===== config.mk =====
export PLATFORM = sky130hd
export DESIGN_NAME = bp_cfg_param_responder
export DESIGN_NICKNAME = d
export VERILOG_FILES = /design/src/rtl/bp_cfg_param_responder.sv
export SDC_FILE = /design/constraint.sdc
export NUM_CORES = 1
export LEC_CHECK = 0
export BUFFER_PORTS_ARGS = -buffer_cell sky130_fd_sc_hd__buf_2
export CORE_MARGIN = 5
export CORE_UTILIZATION = 48
export CTS_BUF_LIST = sky130_fd_sc_hd__clkbuf_8 sky130_fd_sc_hd__clkbuf_16
export DETAILED_ROUTE_END_ITERATION = 10
export HOLD_SLACK_MARGIN = 0.12
export PLACE_DENSITY = 0.79
export SLEW_MARGIN = 10
export SYNTH_ARGS = -nofsm -noshare
export SYNTH_HDL_FRONTEND = slang
export SYNTH_SLANG_ARGS = --single-unit

===== constraint.sdc =====
create_clock -name clk_i -period 2.1 [get_ports clk_i]
set_clock_uncertainty 0.15 [all_clocks]
set_input_delay 0.105 -clock clk_i [delete_from_list [all_inputs] [get_ports clk_i]]
set_output_delay 0.105 -clock clk_i [all_outputs]
set_load 0.05 [all_outputs]

===== src/rtl/bp_cfg_param_responder.sv =====
// rtl/bp_cfg_param_responder.sv - burst responder returning processor configuration fields by index

package bp_cfg_param_pkg;

    typedef enum logic [7:0] {
        e_bp_default_cfg     = 8'd0,
        e_bp_single_core_cfg = 8'd1,
        e_bp_dual_core_cfg   = 8'd2,
        e_bp_quad_core_cfg   = 8'd3
    } bp_params_e;

    typedef struct packed {
        logic [31:0] cc_x_dim;
        logic [31:0] cc_y_dim;
        logic [31:0] ic_y_dim;
        logic [31:0] mc_y_dim;
        logic [31:0] ac_x_dim;
        logic [31:0] vaddr_width;
        logic [31:0] paddr_width;
        logic [31:0] asid_width;
        logic [31:0] branch_metadata_fwd_width;
        logic [31:0] btb_tag_width;
        logic [31:0] btb_idx_width;
        logic [31:0] bht_idx_width;
        logic [31:0] ras_idx_width;
        logic [31:0] itlb_els;
        logic [31:0] dtlb_els;
        logic [31:0] lce_sets;
        logic [31:0] lce_assoc;
        logic [31:0] cce_block_width;
        logic [31:0] cce_pc_width;
        logic [31:0] l2_sets;
        logic [31:0] l2_assoc;
        logic [31:0] fe_queue_fifo_els;
        logic [31:0] fe_cmd_fifo_els;
        logic [31:0] async_coh_clk;
        logic [31:0] coh_noc_max_credits;
        logic [31:0] coh_noc_flit_width;
        logic [31:0] async_mem_clk;
        logic [31:0] mem_noc_flit_width;
        logic [31:0] async_io_clk;
        logic [31:0] io_noc_flit_width;
    } bp_proc_param_s;

    localparam bp_proc_param_s bp_single_core_cfg_p = '{
        cc_x_dim                  : 32'd1,
        cc_y_dim                  : 32'd1,
        ic_y_dim                  : 32'd1,
        mc_y_dim                  : 32'd0,
        ac_x_dim                  : 32'd0,
        vaddr_width               : 32'd39,
        paddr_width               : 32'd40,
        asid_width                : 32'd1,
        branch_metadata_fwd_width : 32'd35,
        btb_tag_width             : 32'd9,
        btb_idx_width             : 32'd6,
        bht_idx_width             : 32'd9,
        ras_idx_width             : 32'd2,
        itlb_els                  : 32'd8,
        dtlb_els                  : 32'd8,
        lce_sets                  : 32'd64,
        lce_assoc                 : 32'd8,
        cce_block_width           : 32'd512,
        cce_pc_width              : 32'd8,
        l2_sets                   : 32'd128,
        l2_assoc                  : 32'd8,
        fe_queue_fifo_els         : 32'd8,
        fe_cmd_fifo_els           : 32'd4,
        async_coh_clk             : 32'd0,
        coh_noc_max_credits       : 32'd8,
        coh_noc_flit_width        : 32'd128,
        async_mem_clk             : 32'd0,
        mem_noc_flit_width        : 32'd64,
        async_io_clk              : 32'd0,
        io_noc_flit_width         : 32'd64
    };

    // Multicore variants differ from the single-core baseline only in the core grid.
    function automatic bp_proc_param_s grid_cfg(input bp_proc_param_s base,
                                                input logic [31:0] x_dim,
                                                input logic [31:0] y_dim);
        bp_proc_param_s c;
        c          = base;
        c.cc_x_dim = x_dim;
        c.cc_y_dim = y_dim;
        return c;
    endfunction

    localparam bp_proc_param_s all_cfgs_gp [4] = '{
        bp_single_core_cfg_p,
        bp_single_core_cfg_p,
        grid_cfg(bp_single_core_cfg_p, 32'd2, 32'd1),
        grid_cfg(bp_single_core_cfg_p, 32'd2, 32'd2)
    };

endpackage

module bp_cfg_param_responder
    import bp_cfg_param_pkg::*;
#(
    parameter bp_params_e cfg_p        = e_bp_single_core_cfg,
    parameter int         data_width_p = 64
) (
    input  logic                    clk_i,
    input  logic                    reset_n_i,
    input  logic                    req_v_i,
    output logic                    req_ready_o,
    input  logic [7:0]              req_addr_i,
    input  logic [3:0]              req_len_i,
    input  logic [3:0]              req_id_i,
    output logic                    resp_v_o,
    input  logic                    resp_yumi_i,
    output logic [data_width_p-1:0] resp_data_o,
    output logic [3:0]              resp_id_o,
    output logic                    resp_err_o,
    output logic                    resp_last_o,
    output logic [7:0]              err_count_o
);

    localparam bp_proc_param_s cfg_c = all_cfgs_gp[cfg_p];

    typedef enum logic {
        S_IDLE = 1'b0,
        S_BUSY = 1'b1
    } state_e;

    state_e      state_r;
    logic [7:0]  addr_r;
    logic [3:0]  cnt_r;
    logic [7:0]  addr_next;
    logic [64:0] first_lk;
    logic [64:0] next_lk;

    // Returns {unmapped, value} for a field index; values are zero-extended to 64 bits.
    function automatic logic [64:0] field_lookup(input logic [7:0] idx);
        logic [63:0] v;
        logic        e;
        v = '0;
        e = 1'b0;
        case (idx)
            8'd0:  v = 64'(cfg_c.cc_x_dim);
            8'd1:  v = 64'(cfg_c.cc_y_dim);
            8'd2:  v = 64'(cfg_c.ic_y_dim);
            8'd3:  v = 64'(cfg_c.mc_y_dim);
            8'd4:  v = 64'(cfg_c.ac_x_dim);
            8'd5:  v = 64'(cfg_c.vaddr_width);
            8'd6:  v = 64'(cfg_c.paddr_width);
            8'd7:  v = 64'(cfg_c.asid_width);
            8'd8:  v = 64'(cfg_c.branch_metadata_fwd_width);
            8'd9:  v = 64'(cfg_c.btb_tag_width);
            8'd10: v = 64'(cfg_c.btb_idx_width);
            8'd11: v = 64'(cfg_c.bht_idx_width);
            8'd12: v = 64'(cfg_c.ras_idx_width);
            8'd13: v = 64'(cfg_c.itlb_els);
            8'd14: v = 64'(cfg_c.dtlb_els);
            8'd15: v = 64'(cfg_c.lce_sets);
            8'd16: v = 64'(cfg_c.lce_assoc);
            8'd17: v = 64'(cfg_c.cce_block_width);
            8'd18: v = 64'(cfg_c.cce_pc_width);
            8'd19: v = 64'(cfg_c.l2_sets);
            8'd20: v = 64'(cfg_c.l2_assoc);
            8'd21: v = 64'(cfg_c.fe_queue_fifo_els);
            8'd22: v = 64'(cfg_c.fe_cmd_fifo_els);
            8'd23: v = 64'(cfg_c.async_coh_clk);
            8'd24: v = 64'(cfg_c.coh_noc_max_credits);
            8'd25: v = 64'(cfg_c.coh_noc_flit_width);
            8'd26: v = 64'(cfg_c.async_mem_clk);
            8'd27: v = 64'(cfg_c.mem_noc_flit_width);
            8'd28: v = 64'(cfg_c.async_io_clk);
            8'd29: v = 64'(cfg_c.io_noc_flit_width);
            8'h40: v = 64'(cfg_c.cc_x_dim * cfg_c.cc_y_dim);
            8'h41: v = 64'(cfg_c.cce_block_width >> 3);
            8'hFE: v = 64'(cfg_p);
            8'hFF: v = 64'h0000_0000_B9A2_C0F1;
            default: e = 1'b1;
        endcase
        return {e, v};
    endfunction

    // Lookups for the beat about to be presented: either the first beat of a new
    // burst or the successor of the current beat (address wraps mod 256).
    assign addr_next = addr_r + 8'd1;
    assign first_lk  = field_lookup(req_addr_i);
    assign next_lk   = field_lookup(addr_next);

    // Burst sequencer with registered response outputs.
    always_ff @(posedge clk_i or negedge reset_n_i) begin
        if (!reset_n_i) begin
            state_r     <= S_IDLE;
            addr_r      <= '0;
            cnt_r       <= '0;
            req_ready_o <= 1'b0;
            resp_v_o    <= 1'b0;
            resp_data_o <= '0;
            resp_id_o   <= '0;
            resp_err_o  <= 1'b0;
            resp_last_o <= 1'b0;
            err_count_o <= '0;
        end else begin
            case (state_r)
                S_IDLE: begin
                    if (req_ready_o && req_v_i) begin
                        state_r     <= S_BUSY;
                        addr_r      <= req_addr_i;
                        cnt_r       <= req_len_i;
                        req_ready_o <= 1'b0;
                        resp_v_o    <= 1'b1;
                        resp_data_o <= data_width_p'(first_lk[63:0]);
                        resp_err_o  <= first_lk[64];
                        resp_id_o   <= req_id_i;
                        resp_last_o <= (req_len_i == 4'd0);
                    end else begin
                        // First edge after reset release raises ready.
                        req_ready_o <= 1'b1;
                    end
                end
                S_BUSY: begin
                    if (resp_yumi_i) begin
                        if (resp_err_o && (err_count_o != 8'hFF)) begin
                            err_count_o <= err_count_o + 8'd1;
                        end
                        if (cnt_r != 4'd0) begin
                            addr_r      <= addr_next;
                            cnt_r       <= cnt_r - 4'd1;
                            resp_data_o <= data_width_p'(next_lk[63:0]);
                            resp_err_o  <= next_lk[64];
                            resp_last_o <= (cnt_r == 4'd1);
                        end else begin
                            state_r     <= S_IDLE;
                            resp_v_o    <= 1'b0;
                            resp_last_o <= 1'b0;
                            resp_err_o  <= 1'b0;
                            req_ready_o <= 1'b1;
                        end
                    end
                end
                default: begin
                    state_r     <= S_IDLE;
                    resp_v_o    <= 1'b0;
                    req_ready_o <= 1'b0;
                end
            endcase
        end
    end

endmodule


==> results.py <==
metrics = {
    "outcome": {
        "status": "finished with violations",
        "violations": "negative setup slack",
    },
    "flow_run": {
        "maxCapViolCount": 0,
    },
    "synthesis": {
        "ys_ff_latch": 38,
        "synth_top_family_by_area": "compound AO/OA/AOI/OAI gates",
        "synth_xor_xnor_area_share": 0.0478,
        "synth-compound-area-share": 0.241,
        "syn-instance-count": 431,
        "synth-edff-count": 0,
        "synthMuxAreaShare": 0.0313,
        "synth-seq-area-share": 0.273,
        "ys_types": 71,
        "avgSynthCellArea_um2": 8.08,
        "synthAdderAreaFrac": 0.0288,
        "yosysWarnings": 0,
        "synth_ff_type": "dfrtp_1",
        "yosys.area_share.simple": 0.202,
        "async_flop_share": 1.00,
        "syn-cell-area_um2": 3480,
    },
    "critical_path": {
        "reg2regPathDepth": 7,
        "reg2reg_from": "addr_r[1]",
        "critical_path_class": "flip-flop to flip-flop",
        "critPathArrivalTime_ps": 2310,
        "crit_required_ps": 2180,
        "reg2reg_slack_ps": -130,
        "reg2reg_to": "resp_data_o[2]",
        "cp-start-kind": "flip-flop",
        "cp_max_fo": 8,
        "setup.worst_path.end_class": "flip-flop",
    },
    "min_path": {
        "min_to": "resp_v_o",
        "hp-class": "input port to flip-flop",
        "hp-start": "req_v_i",
        "hold_depth": 4,
    },
    "cells_and_area": {
        "fillCellCount": 586,
        "layout_commonest_cell": "buf_4",
        "finalNonFillerCells": 644,
        "diodes": 0,
        "drive_gt1_frac": 0.347,
        "multiInputGateArea_um2": 2260,
        "finalNetCount": 572,
        "regArea_um2": 953,
        "syn_to_final_growth_pct": 31.5,
        "fin_util": 0.641,
        "final_cell_mix": "buf_4, buf_2, conb_1",
    },
    "global_route": {
        "grt_use_total": 0.248,
        "grt_max_degree": 39,
        "overflow": 0,
        "grt_pass1_wl_um": 17600,
        "first_global_vias": 3517,
        "antenna_found_initial": 0,
    },
    "floorplan": {
        "pin_count": 100,
        "die_w_um": 95.2,
        "start_util": 0.488,
        "die_y_um": 95.2,
        "dieArea_um2": 9050,
        "std_cell_rows": 31,
        "core_um2": 7140,
    },
    "power_and_ir_drop": {
        "vdd_drop_max_mv": 0.852,
        "total_leakage_power_nw": 2.14,
        "p_per_area_nw_per_um2": 1720,
    },
    "sta": {
        "fin_crit_sh": 1.06,
        "slew_headroom": 0.410,
        "finalHoldViolations": 0,
        "slew_viol_final": 0,
        "fmax_mhz": 448,
        "finalSetupViolCount": 9,
        "min_period_ps": 2230,
        "setup_ws_ps": -130,
        "tns_ps": -847,
        "fin_hold_ws_ps": 173,
        "worst_pin_slew_ps": 885,
        "rsz0062_at_grt": "true",
    },
    "cts": {
        "clock_path_buffers": 2,
        "htree_num_levels": 2,
        "cts_root_buf": "clkbuf_8",
        "path_clk_slew_ps": 80,
        "tritoncts": "yes",
        "clock_sink_count": 38,
        "clk_latency_ps": 300,
        "cts_buffers": 5,
    },
    "route": {
        "num_vias": 3793,
        "drc": 0,
        "detail_route.wl_per_cell_um": 17.6,
        "wl_um": 11300,
        "ant_nets": 0,
        "dr.pass1.iters": 5,
        "viasPerCell": 5.89,
        "drt_iter0_markers": 420,
    },
    "placed_design": {
        "place_hpwl_um": 7770,
        "pre_cts_ws_ps": -179,
        "gp_congestion": 0.947,
        "port_buffers": 54,
        "dp.cells": 606,
    },
}
==> kinds of logic after synthesis <==
logic type / after synthesis
and+or+nand+nor: 134
AOI/OAI and AO/OA: 125
buffers and inverters: 99
DFF: 38
xor gates and xnor gates: 16
muxes: 10
adders and majority gates: 8
other: 1
==> critical path, stage by stage, from the launching register on <==
cell and delay [ps]:
dfrtp_1 410, buf_6 160, nand3_4 110, or4_4 540, a21oi_4 170, nand4_1 120
a221o_1 360, a21oi_2 140
==> through the flow <==
step	area [um2]	total power, mW
global route	4580	8.31
detailed placement	3980	6.26
floorplan	3660	4.64
finish	4580	7.85
global placement	3980	6.16
CTS	4480	7.48
==> sequential cells by signal (all words and copies together), names as in the netlist <==
register and count:
resp_err_o 1, addr_r 8, req_ready_o 1, resp_v_o 1
resp_id_o 4, state_r 1, err_count_o 8, cnt_r 4
resp_data_o 9, resp_last_o 1
==> worst max-delay path by stage <==
stage / to / slack (ps) / start / depth (start not counted)
after detailed placement: resp_err_o / -180 / addr_r[0] / 7
after floorplan: resp_err_o / -30 / addr_r[0] / 9
after global placement: resp_err_o / -220 / addr_r[0] / 8
after global routing: resp_data_o[7] / -230 / addr_r[0] / 8
final: resp_data_o[2] / -130 / addr_r[1] / 7
after CTS: resp_err_o / -90 / addr_r[0] / 8
==> layer usage <==
layer / track usage / vias up / share of wire / wire length [um]
met5: 0 / - / 0 / 0
met4: 0.0974 / 0 / 0.040 / 457
met3: 0.0505 / 53 / 0.10 / 1170
met2: 0.399 / 274 / 0.48 / 5410
met1: 0.326 / 1781 / 0.38 / 4280
li1: - / 1685 / - / -
==> power breakdown <==
group          switching [mW]  internal, mW
clock                   0.291         0.354
combinational            3.36          2.46
sequential              0.334          1.05
==> layout make-up <==
| class | instances | area share |
|---|---|---|
| Clock buffer | 5 | 0.0150 |
| Clock inverter | 3 | 0.00984 |
| Inverter | 13 | 0.0107 |
| Multi-Input combinational cell | 338 | 0.494 |
| Sequential cell | 38 | 0.208 |
| Tap cell | 99 | 0.0271 |
| Timing Repair Buffer | 148 | 0.235 |
==> timing repair <==
item | 4_1_cts | 5_1_grt
resized for setup | 28 | 22
endpoints found under the hold margin | 53 | 0
hold buffers | 15 | 0
pin swaps | 11 | 15
gates cloned | 1 | 0
buffers inserted | 10 | 5
endpoints found under the setup margin | 16 | 15
==> synth_stat cells, drive strengths merged, types with 8 or more instances <==
| library cell | instances | area, um2 |
|---|---|---|
| o21ai | 29 | 145 |
| o22ai | 9 | 56.3 |
| xnor2 | 9 | 105 |
| nand3 | 16 | 105 |
| buf | 71 | 503 |
| ha | 8 | 100 |
| nand4 | 9 | 56.3 |
| inv | 13 | 48.8 |
| clkbuf | 15 | 56.3 |
| dfrtp | 38 | 951 |
| nor2 | 30 | 113 |
| nand2 | 37 | 139 |
| a21oi | 29 | 168 |
Note: power is estimated with default switching activity, not from simulation.
